`src/rtl/dmem_arbiter.sv`:
```
// Two-port arbiter/controller in front of the word-addressed data memory.
// Optional round-robin arbitration: define DMEM_ARB_ROUND_ROBIN_EN (default is fixed priority, port 0 wins).
module dmem_arbiter #(
  parameter int ADDR_W = 32,
  parameter int DATA_W = 32
) (
  input  logic              clk,
  input  logic              reset,
  input  logic              p0_req_valid,
  output logic              p0_req_ready,
  input  logic              p0_req_we,
  input  logic [1:0]        p0_req_size,
  input  logic              p0_req_unsigned,
  input  logic [ADDR_W-1:0] p0_req_addr,
  input  logic [31:0]       p0_req_wdata,
  output logic              p0_rsp_valid,
  input  logic              p0_rsp_ready,
  output logic [31:0]       p0_rsp_rdata,
  output logic              p0_rsp_err,
  input  logic              p1_req_valid,
  output logic              p1_req_ready,
  input  logic              p1_req_we,
  input  logic [1:0]        p1_req_size,
  input  logic              p1_req_unsigned,
  input  logic [ADDR_W-1:0] p1_req_addr,
  input  logic [31:0]       p1_req_wdata,
  output logic              p1_rsp_valid,
  input  logic              p1_rsp_ready,
  output logic [31:0]       p1_rsp_rdata,
  output logic              p1_rsp_err,
  output logic [ADDR_W-1:0] mem_addr,
  output logic [31:0]       mem_wdata,
  output logic [3:0]        mem_mask,
  output logic              mem_cs_n,
  output logic              mem_wr_en_n,
  output logic              mem_rd_en,
  input  logic [31:0]       mem_rdata
);

  generate
    if (DATA_W != 32) begin : g_bad_data_w
      $error("dmem_arbiter: DATA_W must be 32");
    end
  endgenerate

  typedef enum logic [1:0] {S_IDLE, S_ACCESS, S_RESP} state_t;

  state_t      r_state, w_next;
  logic        r_last_grant;
  logic        r_port, r_we, r_uns, r_err;
  logic [1:0]  r_size, r_addr_lo;
  logic [31:0] r_rdata;

  logic              w_prefer_p1, w_gnt0, w_gnt1, w_accept, w_bad, w_rsp_ready;
  logic              w_we, w_uns;
  logic [1:0]        w_size;
  logic [ADDR_W-1:0] w_addr;
  logic [31:0]       w_wdata, w_lane_wdata, w_shift, w_load;
  logic [3:0]        w_mask;

`ifdef DMEM_ARB_ROUND_ROBIN_EN
  assign w_prefer_p1 = ~r_last_grant;
`else
  assign w_prefer_p1 = r_last_grant & 1'b0;
`endif

  assign w_gnt0   = p0_req_valid & (~p1_req_valid | ~w_prefer_p1);
  assign w_gnt1   = p1_req_valid & ~w_gnt0;
  assign w_accept = (r_state == S_IDLE) & (w_gnt0 | w_gnt1);

  assign p0_req_ready = (r_state == S_IDLE) & w_gnt0;
  assign p1_req_ready = (r_state == S_IDLE) & w_gnt1;

  assign w_we    = w_gnt1 ? p1_req_we       : p0_req_we;
  assign w_size  = w_gnt1 ? p1_req_size     : p0_req_size;
  assign w_uns   = w_gnt1 ? p1_req_unsigned : p0_req_unsigned;
  assign w_addr  = w_gnt1 ? p1_req_addr     : p0_req_addr;
  assign w_wdata = w_gnt1 ? p1_req_wdata    : p0_req_wdata;

  assign w_bad = (w_size == 2'd3) |
                 ((w_size == 2'd1) & w_addr[0]) |
                 ((w_size == 2'd2) & (w_addr[1:0] != 2'b00));

  always_comb begin
    w_mask       = 4'b1111;
    w_lane_wdata = w_wdata;
    case (w_size)
      2'd0: begin
        w_mask       = 4'b0001 << w_addr[1:0];
        w_lane_wdata = {4{w_wdata[7:0]}};
      end
      2'd1: begin
        w_mask       = 4'b0011 << w_addr[1:0];
        w_lane_wdata = {2{w_wdata[15:0]}};
      end
      default: ;
    endcase
  end

  assign w_shift = mem_rdata >> {r_addr_lo, 3'b000};

  always_comb begin
    w_load = w_shift;
    case (r_size)
      2'd0: w_load = r_uns ? {24'd0, w_shift[7:0]}  : {{24{w_shift[7]}}, w_shift[7:0]};
      2'd1: w_load = r_uns ? {16'd0, w_shift[15:0]} : {{16{w_shift[15]}}, w_shift[15:0]};
      default: ;
    endcase
  end

  assign w_rsp_ready = r_port ? p1_rsp_ready : p0_rsp_ready;

  always_comb begin
    w_next = r_state;
    case (r_state)
      S_IDLE:   if (w_accept) w_next = w_bad ? S_RESP : S_ACCESS;
      S_ACCESS: w_next = S_RESP;
      S_RESP:   if (w_rsp_ready) w_next = S_IDLE;
      default:  w_next = S_IDLE;
    endcase
  end

  always_ff @(posedge clk) begin
    if (reset) begin
      r_state      <= S_IDLE;
      r_last_grant <= 1'b1;
      r_port       <= 1'b0;
      r_we         <= 1'b0;
      r_uns        <= 1'b0;
      r_size       <= 2'd0;
      r_addr_lo    <= 2'd0;
      r_err        <= 1'b0;
      r_rdata      <= '0;
      mem_cs_n     <= 1'b1;
      mem_wr_en_n  <= 1'b1;
      mem_rd_en    <= 1'b0;
      mem_mask     <= '0;
      mem_addr     <= '0;
      mem_wdata    <= '0;
    end else begin
      r_state <= w_next;
      case (r_state)
        S_IDLE: begin
          if (w_accept) begin
            r_last_grant <= w_gnt1;
            r_port       <= w_gnt1;
            r_we         <= w_we;
            r_uns        <= w_uns;
            r_size       <= w_size;
            r_addr_lo    <= w_addr[1:0];
            r_rdata      <= '0;
            r_err        <= w_bad;
            // Bad requests skip ACCESS entirely, so memory is never selected.
            if (!w_bad) begin
              mem_cs_n    <= 1'b0;
              mem_rd_en   <= ~w_we;
              mem_wr_en_n <= ~w_we;
              mem_mask    <= w_mask;
              mem_addr    <= {w_addr[ADDR_W-1:2], 2'b00};
              mem_wdata   <= w_lane_wdata;
            end
          end
        end
        S_ACCESS: begin
          r_rdata     <= r_we ? 32'd0 : w_load;
          mem_cs_n    <= 1'b1;
          mem_wr_en_n <= 1'b1;
          mem_rd_en   <= 1'b0;
          mem_mask    <= '0;
          mem_addr    <= '0;
          mem_wdata   <= '0;
        end
        default: ;
      endcase
    end
  end

  assign p0_rsp_valid = (r_state == S_RESP) & ~r_port;
  assign p1_rsp_valid = (r_state == S_RESP) &  r_port;
  assign p0_rsp_rdata = p0_rsp_valid ? r_rdata : 32'd0;
  assign p1_rsp_rdata = p1_rsp_valid ? r_rdata : 32'd0;
  assign p0_rsp_err   = p0_rsp_valid & r_err;
  assign p1_rsp_err   = p1_rsp_valid & r_err;

endmodule

```
`config.mk`:
```
export PLATFORM = sky130hd
export DESIGN_NAME = dmem_arbiter
export DESIGN_NICKNAME = d
export VERILOG_FILES = /design/src/rtl/dmem_arbiter.sv
export SDC_FILE = /design/constraint.sdc
export NUM_CORES = 1
export LEC_CHECK = 0
export ABC_AREA = 1
export CAP_MARGIN = 20
export CORE_MARGIN = 4
export CORE_UTILIZATION = 37
export CTS_CLUSTER_DIAMETER = 40
export CTS_CLUSTER_SIZE = 8
export DETAILED_ROUTE_END_ITERATION = 6
export PLACE_DENSITY = 0.78
export SETUP_SLACK_MARGIN = 0.02
export SLEW_MARGIN = 20
export SYNTH_ARGS = -nofsm -noshare
export SYNTH_HDL_FRONTEND = slang
export SYNTH_SLANG_ARGS = --single-unit
export TNS_END_PERCENT = 5
```
`constraint.sdc`:
```
create_clock -name clk -period 1.6 [get_ports clk]
set_clock_uncertainty 0.15 [all_clocks]
set_input_delay 0.32 -clock clk [delete_from_list [all_inputs] [get_ports clk]]
set_output_delay 0.32 -clock clk [all_outputs]
set_load 0.01 [all_outputs]
```
==> results of run 1 <==
==> final timing paths <==
path                startpoint                to  slack [ps]  depth (start not counted)
hold / removal           reset          mem_cs_n         250                          4
setup / recovery    r_state[0]  p1_rsp_rdata[11]        -310                          7
setup reg to reg    r_state[1]      mem_addr[28]        -170                         10
hold reg to reg   mem_addr[18]      mem_addr[18]         300                          2
==> cell usage after synthesis <==
cell and count:
nand2_1 398, dfxtp_1 111, a21oi_1 101, nor2_1 99, inv_1 97, nand3_1 93, clkbuf_1 45, o21ai_0 32
o211ai_1 19, nand4_1 16, buf_1 10, buf_2 10, a31oi_1 9, buf_4 7, nand2_2 4, nand3b_1 4
or2_2 4, inv_2 3, nor2_2 3, nor2_4 2, a211oi_1 1, a21oi_2 1, conb_1 1, mux2i_1 1
nand2_4 1, o21a_1 1
==> routing by layer <==
metal | vias to the layer above | track usage | wire [um]
met4 | 2 | 0.117 | 1160
met2 | 362 | 0.505 | 14000
met1 | 3774 | 0.286 | 10100
li1 | 4184 | - | -
met3 | 68 | 0.0693 | 2070
met5 | - | 0 | 19
==> power groups by stage <==
stage / sequential [W] / clock [W] / combinational (W)
2_1_floorplan: 0.00322 / 0 / 0.00129
3_3_place_gp: 0.00316 / 0 / 0.00297
3_5_place_dp: 0.00316 / 0 / 0.00299
4_1_cts: 0.00310 / 0.00229 / 0.00311
5_1_grt: 0.00313 / 0.00240 / 0.00347
6_report: 0.00311 / 0.00227 / 0.00320
==> cell type report <==
cell class                 instances  area share
antenna                            3    0.000680
clock buffer                       9      0.0204
clock inverter                     7     0.00578
inverter                         100      0.0364
multi-input combinational        791       0.342
sequential                       111       0.202
tap                              220      0.0249
timing repair buffer             447       0.368
==> registers in the layout, indices dropped and copies added (netlist names), 2 cells and up <==
signal and flops:
mem_mask 4, mem_addr 30, r_rdata 32, r_size 2
mem_wdata 32, r_addr_lo 2, r_state 2
==> worst min-delay path, delay by kind of cell <==
family	cells	cell delay [ps]
and+or+nand+nor	2	140
buffers and inverters	2	290
==> cell families (layout without fill, tap and decap cells) <==
kind of cell	Yosys count	in the layout
compound gates	164	164
buf+inv	172	563
flops	111	111
mux	1	1
other cells	1	5
simple gates	624	624
==> stage by stage <==
step / setup TNS [ps] / cell area [um^2]
2_1_floorplan: -5790 / 6440
3_3_place_gp: -95970 / 10500
3_5_place_dp: -98280 / 10500
4_1_cts: -26760 / 10900
5_1_grt: -36740 / 11000
6_report: -25900 / 11000
==> timing repair <==
item                                   CTS  global route
endpoints found under the hold margin    0             0
setup endpoints to repair              247           181
pin swaps                               17             8
gates resized for setup                430            57
cloned                                   5             0
buffers inserted                        11             1
==> flow_summary.yaml, run 1 <==
power_and_ir_drop:
  p_comb_frac: 0.373
  power_switching_share: 0.347
  clkPwrFrac: 0.265
  power.switching_w: 0.00297
  ir_worst_vdd_mv: 0.597
  power_density_nw_per_um2: 778
  p_leak_nw: 5.34
  internal-power_w: 0.00561
  seqPwrFrac: 0.362
  power_w: 0.00858
routing:
  drc: 0
  antenna_left: 0
  drt_iter0_drc: 470
  wl_per_cell_um: 16.2
  via_per_inst: 4.97
  dr.pass1.iters: 7
  drt_wl_total_mm: 27.4
  vias: 8390
floorplan:
  die_w_um: 139
  fp.dieH_um: 139
  rows: 47
  initial_core_util: 0.382
  die-area_um2: 19400
  core_area_um2: 16700
  ios: 315
placement:
  dp_hpwl_mm: 20.4
  io_buffer_count: 312
  dpl_worst_slack_ps: -757
  placed_cells: 1652
  gp_congestion: 0.954
clock_network:
  numCtsBuffers: 9
  cts_tree: "done"
  clockRootBuffer: "clkbuf_16"
  htree_levels: 3
  clk_path_buf_depth: 2
  clk_pin_slew_ps: 80
  ctsHoldBuffers: 0
  clock_sinks: 111
  clkLatencyLatePin_ps: 360
layout:
  regArea_um2: 2230
  multi_input_area_um2: 3770
  final_common_cell: "nand2_1"
  utilization: 0.661
  drive_gt1_frac: 0.217
  nets: 1634
  syn2layout_area_growth_pct: 73.2
  fillers: 1520
  instances_no_fill: 1688
  final_cell_mix: "nand2_1, clkdlybuf4s50_1, dfxtp_1"
synth:
  synth_top_cell_area_share: 0.349
  synth_area_um2: 6370
  seq_area_frac_synth: 0.349
  synthAdderAreaFrac: 0
  synth_compound_area_frac: 0.139
  yosys.area_share.simple: 0.402
  synth_xor_area_frac: 0
  synth.area.mux_share: 0.00157
  synth_top_family_by_area: "simple AND/OR/NAND/NOR gates"
  ys_ff_latch: 111
  synth_cell_types: 26
  syn_area_per_cell_um2: 5.94
  ys_top_cells_by_area: "dfxtp_1, nand2_1, a21oi_1, nand3_1, nor2_1"
  synth_top_area_cell: "dfxtp_1"
  ys_warn_count: 0
  synthCells: 1073
worst_setup_path:
  crit_arrival_ps: 1440
  slowest_delay_ps: 330
  worstSetupPathType: "reg2out"
  critPathMaxFanout: 8
  start_kind: "flip-flop"
  slowest_stage: "dfxtp_2"
  end_kind: "output port"
  crit_chain: "inv_2 -> nand2_4 -> nor2_4 -> inv_4 -> buf_16 -> nor2_1 -> buf_2"
  path_buf_inv: 4
  required_ps: 1130
  critical_path.top_delay_family: "buffers and inverters"
run:
  cap_violations: 0
sta:
  slew_violations: 0
  fin_crit_ps: 1910
  finalHoldViolCount: 0
  fin_hold_ws_ps: 251
  setup_viol: 136
  setup_ws_ps: -306
  rsz0062_at_grt: "true"
  timing.fmax_mhz: 525
  period_share: 1.19
status:
  violations: "negative setup slack"
  status: "complete, but fails checks"
global_routing:
  grt_usage: 0.271
  grt_pass1_wl_mm: 42.0
  grt_max_degree: 68
  grt_pass1_vias: 8124
  antenna_found_initial: 3
  grt_overflow: 0
min_path:
  hold_class: "in2reg"
(Power assumes the default switching activity.)
==> run 2: changes to the inputs <==
--- a/config.mk
+++ b/config.mk
@@ -7,6 +7,7 @@
 export LEC_CHECK = 0
 export ABC_AREA = 1
 export CAP_MARGIN = 20
+export CORE_ASPECT_RATIO = 1.25
 export CORE_MARGIN = 4
 export CORE_UTILIZATION = 37
 export CTS_CLUSTER_DIAMETER = 40
==> run 2 against run 1 <==
Effect of this change: the flow still finishes with violations (negative setup slack); count of clock-buffer cells in the layout is 1 higher; maximum frequency is 0.32% lower; sequential power about the same; combinational power hardly changed; first-iteration DRC count rose by 25%; die area barely moved; total power up 1.1%; flip-flop and latch count unchanged; worst hold slack got worse by 22 ps; critical path type unchanged; critical endpoint is now p0_rsp_rdata[25].
==> flow_summary.yaml, run 2 (synthesized netlist as in run 1, its figures left out) <==
status:
  status: "complete, but fails checks"
  violations: "negative setup slack"
sta:
  fin_crit_ps: 1910
  period_share: 1.19
  finalSetupTns_ps: -23150
  finalHoldViolCount: 0
  slew_violations: 0
  setup_ws_ps: -312
  rsz0062_at_grt: "true"
  setup_viol: 128
  timing.fmax_mhz: 523
layout:
  fillers: 1610
  reg_top3: "mem_wdata (32), r_rdata (32), mem_addr (30)"
  final_common_cell: "nand2_1"
  drive_gt1_frac: 0.213
  final_cell_mix: "nand2_1, clkdlybuf4s50_1, dfxtp_1"
  utilization: 0.650
  nets: 1627
  instances_no_fill: 1679
  syn2layout_area_growth_pct: 71.9
floorplan:
  fp.dieH_um: 155
  rows: 53
  core_area_um2: 16800
  die_w_um: 125
  ios: 315
  die-area_um2: 19400
  initial_core_util: 0.378
clock_network:
  clk_pin_slew_ps: 80
  htree_levels: 3
  numCtsBuffers: 9
  ctsHoldBuffers: 0
  cts_tree: "done"
  clock_sinks: 111
  clockRootBuffer: "clkbuf_16"
  clk_path_buf_depth: 2
  clkLatencyLatePin_ps: 350
global_routing:
  antenna_found_initial: 1
  grt_pass1_vias: 8155
  grt_max_degree: 68
  grt_overflow: 0
  grt_usage: 0.274
  grt_pass1_wl_mm: 42.5
routing:
  dr.pass1.iters: 5
  drt_iter0_drc: 586
  via_per_inst: 4.99
  antenna_left: 0
  wl_per_cell_um: 16.5
  vias: 8386
  drt_wl_total_mm: 27.8
  drc: 0
worst_setup_path:
  end_kind: "output port"
  critPathMaxFanout: 29
  crit_arrival_ps: 1440
  cp_common_cell: "inv_2"
  required_ps: 1130
  slowest_delay_ps: 330
  worstSetupPathType: "reg2out"
  slowest_stage: "dfxtp_2"
  crit_chain: "inv_2 -> nand2_4 -> nor2_4 -> inv_2 -> buf_12 -> nor2_1 -> buf_2"
  start_kind: "flip-flop"
min_path:
  hold_class: "in2reg"
power_and_ir_drop:
  p_leak_nw: 5.27
  ir_worst_vdd_mv: 0.477
  power_density_nw_per_um2: 792
placement:
  dp_hpwl_mm: 21.1
  placed_cells: 1649
  gp_congestion: 0.911
  io_buffer_count: 312
run:
  cap_violations: 0
[run 2: cell types whose count changed in the layout (fill, tap and decap cells not counted), sizes merged]
cell	delta
clkdlybuf4s15	+2
inv	-3
dlymetal6s2s	-3
clkdlybuf4s50	-4
bufinv	+1
clkinvlp	+1
diode	-2
buf	-7
dlygate4sd2	+6
[run 2: path summary, 6_finish.rpt]
kind	from	to	slack, ps	cells past startpoint
setup / recovery	r_state[0]	p0_rsp_rdata[25]	-310	7
hold / removal	reset	mem_cs_n	230	4
setup reg to reg	r_state[0]	mem_addr[11]	-140	12
hold reg to reg	mem_addr[6]	mem_addr[6]	300	2
[run 2: final cells by class]
type                       count  area (um^2)  area share
timing repair buffer         440         3980       0.363
multi-input combinational    791         3760       0.343
sequential                   111         2230       0.204
inverter                     100          403      0.0368
tap                          220          275      0.0251
clock buffer                  10          229      0.0209
clock inverter                 6         77.6     0.00708
antenna                        1         2.50    0.000228
[run 2: critical path, delay by kind of cell (launching register included)]
| kind | cells | cell delay, ps |
|---|---|---|
| buf+inv | 4 | 440 |
| flops | 1 | 330 |
| simple gates | 3 | 300 |
[run 2: what timing repair did]
item / 4_1_cts / 5_1_grt
cloned: 4 / 0
pin swaps: 15 / 7
buffers inserted: 7 / 2
setup endpoints to repair: 250 / 181
resized for setup: 426 / 59
[run 2: stage by stage]
step / hold slack (ps) / setup slack (ps) / instance area, um^2 / power [W]
final: 229 / -312 / 11000 / 0.00868
after floorplan: 294 / -77.3 / 6440 / 0.00451
after global placement: 278 / -739 / 10500 / 0.00616
after detailed placement: 281 / -749 / 10500 / 0.00618
after CTS: 220 / -331 / 10800 / 0.00864
after global routing: 258 / -398 / 11000 / 0.00916
[run 2: layer usage]
| layer | global-route usage | routed length [um] | share of wire | vias up |
|---|---|---|---|---|
| met1 | 0.288 | 10200 | 0.37 | 3786 |
| met3 | 0.0777 | 2390 | 0.086 | 57 |
| met5 | 0 | 0 | 0 | - |
| li1 | - | - | - | 4166 |
| met2 | 0.516 | 14300 | 0.51 | 377 |
| met4 | 0.100 | 897 | 0.032 | 0 |
[run 2: where the power goes]
part           internal [W]  switching, W  total, W
combinational       0.00151       0.00169   0.00320
sequential          0.00299      0.000134   0.00312
clock               0.00124       0.00112   0.00236
total               0.00574       0.00294   0.00868
